### config.mk
export PLATFORM = sky130hd
export DESIGN_NAME = mem_dump_reader_flat
export DESIGN_NICKNAME = d
export VERILOG_FILES = /design/src/rtl/mem_reader_pkg.sv /design/src/rtl/mem_dump_reader_if.sv /design/src/rtl/mem_read_delay.sv /design/src/rtl/mem_dump_reader.sv /design/src/flat_wrapper.sv
export SDC_FILE = /design/constraint.sdc
export NUM_CORES = 1
export LEC_CHECK = 0
export BUFFER_PORTS_ARGS = -buffer_cell sky130_fd_sc_hd__buf_2
export CORE_MARGIN = 3
export CORE_UTILIZATION = 50
export CTS_CLUSTER_DIAMETER = 60
export DETAILED_ROUTE_END_ITERATION = 8
export HOLD_SLACK_MARGIN = 0.06
export PLACE_DENSITY = 0.88
export SETUP_SLACK_MARGIN = 0.2
export SYNTH_ARGS = -nofsm -noshare
export SYNTH_HDL_FRONTEND = slang
export SYNTH_SLANG_ARGS = --single-unit
### constraint.sdc
create_clock -name clk -period 3.7 [get_ports clk]
set_input_delay 0.925 -clock clk [delete_from_list [all_inputs] [get_ports clk]]
set_output_delay 0.925 -clock clk [all_outputs]
set_load 0.03 [all_outputs]
### src/rtl/mem_reader_pkg.sv
// ============================================================================
// | Module   : mem_reader_pkg                                                 |
// | Purpose  : Shared types, widths and helpers for the memory dump reader.   |
// | Revision : 1.0 - initial release                                          |
// ============================================================================
`default_nettype none

package mem_reader_pkg;

    localparam int DATA_W = 32;
    localparam int ADDR_W = 32;
    localparam int CNT_W  = 16;

    localparam logic [ADDR_W-1:0] RAM_BASE = 32'd8500;

    typedef enum logic [2:0] {
        IDLE  = 3'd0,
        ISSUE = 3'd1,
        WAIT  = 3'd2,
        HOLD  = 3'd3,
        DONE  = 3'd4
    } state_t;

    // Zero or an over-long request both mean "dump the whole window".
    function automatic logic [CNT_W:0] clamp_count(input logic [CNT_W-1:0] cnt,
                                                   input int unsigned     depth);
        if (cnt == '0 || {{(32-CNT_W){1'b0}}, cnt} > depth)
            return (CNT_W+1)'(depth);
        return {1'b0, cnt};
    endfunction

endpackage

`default_nettype wire

### src/rtl/mem_dump_reader_if.sv
// ============================================================================
// | Module   : mem_dump_reader_if                                             |
// | Purpose  : Data-memory read port plus valid/ready output stream.          |
// | Revision : 1.0 - initial release                                          |
// ============================================================================
`default_nettype none

interface mem_dump_reader_if;
    import mem_reader_pkg::*;

    logic [ADDR_W-1:0] memAddr;
    logic              memRe;
    logic [DATA_W-1:0] memRd;
    logic              memWriteM;
    logic [DATA_W-1:0] outData;
    logic              outValid;
    logic              outReady;

    modport master (
        output memAddr, memRe, outData, outValid,
        input  memRd, memWriteM, outReady
    );

    modport slave (
        input  memAddr, memRe, outData, outValid,
        output memRd, memWriteM, outReady
    );

endinterface

`default_nettype wire

### src/rtl/mem_read_delay.sv
// ============================================================================
// | Module   : mem_read_delay                                                 |
// | Purpose  : Delays the read strobe by LATENCY cycles to mark valid memRd.  |
// | Revision : 1.0 - initial release                                          |
// ============================================================================
`default_nettype none

module mem_read_delay #(
    parameter int LATENCY = 1
) (
    input  wire logic clk,
    input  wire logic rst_n,
    input  wire logic i_strobe,
    output logic      o_capture
);

    logic [LATENCY-1:0] shift_q;
    logic [LATENCY-1:0] shift_d;

    generate
        if (LATENCY == 1) begin : g_single
            always_comb shift_d = i_strobe;
        end else begin : g_multi
            always_comb shift_d = {shift_q[LATENCY-2:0], i_strobe};
        end
    endgenerate

    always_ff @(posedge clk) begin
        if (!rst_n) shift_q <= '0;
        else        shift_q <= shift_d;
    end

    assign o_capture = shift_q[LATENCY-1];

endmodule

`default_nettype wire

### src/rtl/mem_dump_reader.sv
// ============================================================================
// | Module   : mem_dump_reader                                                |
// | Purpose  : Walks RAM from BASE_ADDR and streams each word over valid/     |
// |            ready; yields to core stores. Define CHECKSUM_EN to add a      |
// |            running 32-bit sum of accepted words.                          |
// | Revision : 1.0 - initial release                                          |
// ============================================================================
`default_nettype none

module mem_dump_reader
    import mem_reader_pkg::*;
#(
    parameter logic [ADDR_W-1:0] BASE_ADDR    = RAM_BASE,
    parameter int                DEPTH        = 256,
    parameter int                READ_LATENCY = 1
) (
    input  wire logic              clk,
    input  wire logic              rst_n,
    input  wire logic              start,
    input  wire logic [CNT_W-1:0]  count,
    mem_dump_reader_if.master      bus,
    output logic                   busy,
    output logic                   done,
    output logic [DATA_W-1:0]      checksum
);

    state_t             state_q, state_d;
    logic               start_prev_q, start_prev_d;
    logic [CNT_W:0]     n_q, n_d;
    logic [CNT_W:0]     idx_q, idx_d;
    logic [DATA_W-1:0]  out_data_q, out_data_d;
    logic               out_valid_q, out_valid_d;
    logic               mem_re;
    logic               capture;
    logic               start_rise;

    assign start_rise = start & ~start_prev_q;

    mem_read_delay #(
        .LATENCY (READ_LATENCY)
    ) u_delay (
        .clk       (clk),
        .rst_n     (rst_n),
        .i_strobe  (mem_re),
        .o_capture (capture)
    );

    always_comb begin
        state_d      = state_q;
        start_prev_d = start;
        n_d          = n_q;
        idx_d        = idx_q;
        out_data_d   = out_data_q;
        out_valid_d  = out_valid_q;
        mem_re       = 1'b0;

        case (state_q)
            IDLE: begin
                if (start_rise) begin
                    n_d     = clamp_count(count, DEPTH);
                    idx_d   = '0;
                    state_d = ISSUE;
                end
            end
            ISSUE: begin
                // The core's store owns the port this cycle.
                if (!bus.memWriteM) begin
                    mem_re  = 1'b1;
                    state_d = WAIT;
                end
            end
            WAIT: begin
                if (capture) begin
                    out_data_d  = bus.memRd;
                    out_valid_d = 1'b1;
                    state_d     = HOLD;
                end
            end
            HOLD: begin
                if (bus.outReady) begin
                    out_valid_d = 1'b0;
                    // idx stays on the last word so memAddr never runs past the window.
                    if (idx_q == n_q - 1'b1) begin
                        state_d = DONE;
                    end else begin
                        idx_d   = idx_q + 1'b1;
                        state_d = ISSUE;
                    end
                end
            end
            DONE:    state_d = IDLE;
            default: state_d = IDLE;
        endcase
    end

    always_ff @(posedge clk) begin
        if (!rst_n) begin
            state_q      <= IDLE;
            start_prev_q <= 1'b0;
            n_q          <= '0;
            idx_q        <= '0;
            out_data_q   <= '0;
            out_valid_q  <= 1'b0;
        end else begin
            state_q      <= state_d;
            start_prev_q <= start_prev_d;
            n_q          <= n_d;
            idx_q        <= idx_d;
            out_data_q   <= out_data_d;
            out_valid_q  <= out_valid_d;
        end
    end

    assign bus.memAddr  = BASE_ADDR + {{(ADDR_W-CNT_W-1){1'b0}}, idx_q};
    assign bus.memRe    = mem_re;
    assign bus.outData  = out_data_q;
    assign bus.outValid = out_valid_q;
    assign busy         = (state_q != IDLE);
    assign done         = (state_q == DONE);

`ifdef CHECKSUM_EN
    logic [DATA_W-1:0] checksum_q, checksum_d;
    logic              launch;
    logic              accept;

    assign launch = (state_q == IDLE) && start_rise;
    assign accept = (state_q == HOLD) && bus.outReady;

    always_comb begin
        checksum_d = checksum_q;
        if (launch)      checksum_d = '0;
        else if (accept) checksum_d = checksum_q + out_data_q;
    end

    always_ff @(posedge clk) begin
        if (!rst_n) checksum_q <= '0;
        else        checksum_q <= checksum_d;
    end

    assign checksum = checksum_q;
`else
    assign checksum = '0;
`endif

endmodule

`default_nettype wire

### src/flat_wrapper.sv
// flat-port wrapper written by rule: the top's interface ports become plain ports
module mem_dump_reader_flat import mem_reader_pkg::*;
#(
    parameter logic [ADDR_W-1:0] BASE_ADDR    = RAM_BASE,
    parameter int                DEPTH        = 256,
    parameter int                READ_LATENCY = 1
)
  (clk, rst_n, start, count, busy, done, checksum, bus_memAddr, bus_memRe, bus_outData, bus_outValid, bus_memRd, bus_memWriteM, bus_outReady);
  mem_dump_reader_if bus_i ();
  input  wire logic clk;
  input  wire logic rst_n;
  input  wire logic start;
  input  wire logic [CNT_W-1:0] count;
  output logic busy;
  output logic done;
  output logic [DATA_W-1:0] checksum;
  output wire logic [$bits(bus_i.memAddr)-1:0] bus_memAddr;
  output wire logic [$bits(bus_i.memRe)-1:0] bus_memRe;
  output wire logic [$bits(bus_i.outData)-1:0] bus_outData;
  output wire logic [$bits(bus_i.outValid)-1:0] bus_outValid;
  input wire logic [$bits(bus_i.memRd)-1:0] bus_memRd;
  input wire logic [$bits(bus_i.memWriteM)-1:0] bus_memWriteM;
  input wire logic [$bits(bus_i.outReady)-1:0] bus_outReady;
  assign bus_memAddr = bus_i.memAddr;
  assign bus_memRe = bus_i.memRe;
  assign bus_outData = bus_i.outData;
  assign bus_outValid = bus_i.outValid;
  assign bus_i.memRd = bus_memRd;
  assign bus_i.memWriteM = bus_memWriteM;
  assign bus_i.outReady = bus_outReady;
  mem_dump_reader #(.BASE_ADDR(BASE_ADDR), .DEPTH(DEPTH), .READ_LATENCY(READ_LATENCY)) u_core (.clk(clk), .rst_n(rst_n), .start(start), .count(count), .bus(bus_i), .busy(busy), .done(done), .checksum(checksum));
endmodule
==> impl_metrics.csv <==
group,metric,value,unit
outcome,outcome,"finished, final reports clean",
cts,cts-resized-gates,0,
grt,grt_use_total,21.8,%
critical_path,critPathMaxFanout,7,
placement,portBuffers,106,
grt,grt_pass1_wl,15800,um
drt,via_per_inst,5.32,
grt,grt-ovfl-total,0,
sta,fin_skew,0.0123,ns
hold_path,min-delay-start,"u_core.bus.outData[24]$_SDFFE_PN0P_",
floorplan,die_area,9220,um^2
cts,post_cts_buffers,0,
synthesis,ys_ff_latch,71,
layout,final_nets,656,
placement,post-dp-hpwl,7720,um
synthesis,ys_top_cells_by_count,"104 x nand2_1, 71 x dfxtp_1, 48 x buf_4",
drt,routed_wl,10100,um
critical_path,crit_type,"flop to output pin",
critical_path,critPathRequiredTime,2.77,ns
layout,drive_gt1_share,23.8,%
layout,instances_no_fill,707,
synthesis,yosysWarnings,0,
drt,drt-initial-drc-count,251,
cts,htreeDepth,3,
critical_path,path_cells,"ha_1 > nor3_1 > or2_2 > nand2b_1 > a21oi_1 > nor2_1 > xor2_1 > buf_2",
critical_path,setup.worst_path.start,"u_core.idx_q[3]$_SDFFE_PN0P_",
synthesis,synth.top_cell.area_share,35.1,%
critical_path,cp-end-kind,"output pin",
power,p_per_area,328,nW/um^2
synthesis,synth_compound_area_share,14.7,%
synthesis,synthCells,517,
floorplan,ioPinCount,153,
floorplan,core,7810,um^2
grt,grt_pass1_vias,3321,
critical_path,cp_slowest_cell,"dfxtp_1",
layout,area_growth,12.7,%
cts,cts_root_buf,"clkbuf_8",
synthesis,synth_edf_count,0,
placement,dpl.cell_count,691,
cts,clock_sinks,71,
critical_path,timing.rr.start,"u_core.n_q[0]$_SDFFE_PN0P_",
placement,place_area,4400,um^2
synthesis,synth_top_family_by_area,"simple AND/OR/NAND/NOR gates",
synthesis,yosys.area.top_type,"dfxtp_1",
cts,clk_latency,0.35,ns
synthesis,yosys-mux-area-fraction,0.988,%
synthesis,synth_async_sr_flop_share,0,%
power,leakage,2.05,nW
sta,min_period_over_period,86.7,%
sta,max_slew_margin,24.6,%
sta,hold_viol,0,
sta,slew_violations,0,
cts,clockBufferDepth,2,
drt,vias,3759,
synthesis,synth_area_per_cell,7.84,um^2
synthesis,synth_area_leaders,"dfxtp_1 35%, nand2_1 9.6%, buf_4 8.9%",
drt,ant_nets,0,
sta,setup_viol,0,
synthesis,synth_fa_ha_area_share,0.926,%
grt,grt_max_degree,39,
hold_path,hold_class,"flop to flop",
cts,cts_tree,"yes",
drt,routed.top_layer,"met4",
synthesis,yosysMostFrequentCell,"nand2_1",
grt,antenna_found_initial,0,
synthesis,synth_cell_type_count,60,
sta,rsz0062_at_grt,"false",
synthesis,netlist_area,4050,um^2
drt,dr_wl_met2,5110,um
synthesis,ys_seq_area_share,35.1,%
cts,cts_made_buffers,9,
layout,fin_util,58.5,%
placement,place_ws,0.701,ns
drt,drt-met1-wl,4130,um
sta,finalSetupTns,0,ns
cts,cts.clk_slew.worst_paths,0.07,ns
layout,antenna-diode-count,0,
sta,fin_ws,0.493,ns
floorplan,die_w,96.0,um
synthesis,synth-simple-area-share,27.6,%
drt,avgRoutedWirePerCell,14.3,um
run,cap_viol_max_count,0,
critical_path,crit_path_max_incr_delay,0.40,ns
drt,drc,0,
placement,gp_congestion,0.972,
floorplan,placementRows,32,
critical_path,crit_arrival,2.28,ns
cts,cts_hold_buf,0,
drt,wl_met3,684,um
sta,fmax,312,MHz
drt,dr.pass1.iters,5,
floorplan,chipHeight,96.0,um
sta,fin_crit,3.21,ns
power,vdd.ir_drop.worst,281,uV
synthesis,synthFlopType,"dfxtp_1",
layout,final_area,4570,um^2
floorplan,start_util,51.9,%
synthesis,synth_xor_area_share,7.35,%
critical_path,worstSetupStartpointType,"flop",
sta,worst_pin_slew,1.13,ns
==> worst max-delay path: cells and delay by family, from the launching register on <==
| family | cells | cell delay (ns) |
|---|---|---|
| AO/OA/AOI/OAI | 1 | 0.22 |
| XOR/XNOR | 1 | 0.14 |
| adder cells (fa/ha/maj) | 1 | 0.26 |
| buffers and inverters | 1 | 0.22 |
| flip-flops | 1 | 0.40 |
| AND/OR/NAND/NOR | 4 | 0.68 |
==> through the flow <==
stage | hold WS (ns) | power, mW
finish | 0.453 | 1.50
floorplan | 0.487 | 0.962
CTS | 0.454 | 1.51
detailed placement | 0.444 | 0.975
global placement | 0.439 | 0.971
global route | 0.480 | 1.56
==> state kept, by name, indices dropped and copies added, names as in the netlist <==
name,count
u_core.bus.outData,32
u_core.bus.outValid,1
u_core.n_q,16
u_core.start_prev_q,1
u_core.idx_q,17
u_core.u_delay.o_capture,1
u_core.state_q,3
==> routing by layer <==
layer,global-route usage [%],vias up
met4,8.06,0
met3,5.39,24
met5,0,-
met2,35.6,142
met1,27.8,1747
li1,-,1846
==> where the power goes <==
part	internal (mW)	leakage (nW)	total, mW	switching (mW)
registers	0.770	0.573	0.780	0.0103
clock network	0.243	0.0854	0.540	0.297
logic	0.0469	1.40	0.180	0.133
==> cells in the final DEF (no fill, tap or decap), drive strengths merged, types with 8 or more instances in the layout <==
cell type and instances:
buf 109, nand2 104, dfxtp 71, a21oi 47
conb 46, nor2 28, xnor2 25, o21ai 14
nor3 12, nor4 12, nand3 11, and3 11
xor2 9, clkbuf 9, inv 9, nand4 8
==> layout make-up <==
class / instances / area [um^2]
Clock buffer: 9 / 124
Clock inverter: 7 / 47.5
Fill cell: 714 / 3240
Inverter: 8 / 30.0
Multi-Input combinational cell: 401 / 2260
Sequential cell: 71 / 1420
Tap cell: 102 / 128
Timing Repair Buffer: 109 / 553
==> cells by family (layout without fill, tap and decap cells) <==
group           Yosys count  after routing
other cells               1             46
xor+xnor                 34             34
simple gates            223            223
compound gates           91             91
fa+ha+maj                 3              3
flops                    71             71
mux                       4              4
buf+inv                  90            133
==> path summary, 6_finish.rpt <==
path                                         endpoint  slack, ns  cells after the start
hold / removal    u_core.bus.outData[24]$_SDFFE_PN0P_       0.45                      2
setup reg to reg       u_core.state_q[0]$_SDFFE_PN0P_       0.68                      8
setup / recovery                      bus_memAddr[16]       0.49                      8
hold reg to reg   u_core.bus.outData[24]$_SDFFE_PN0P_       0.45                      2
(Power assumes the default switching activity.)
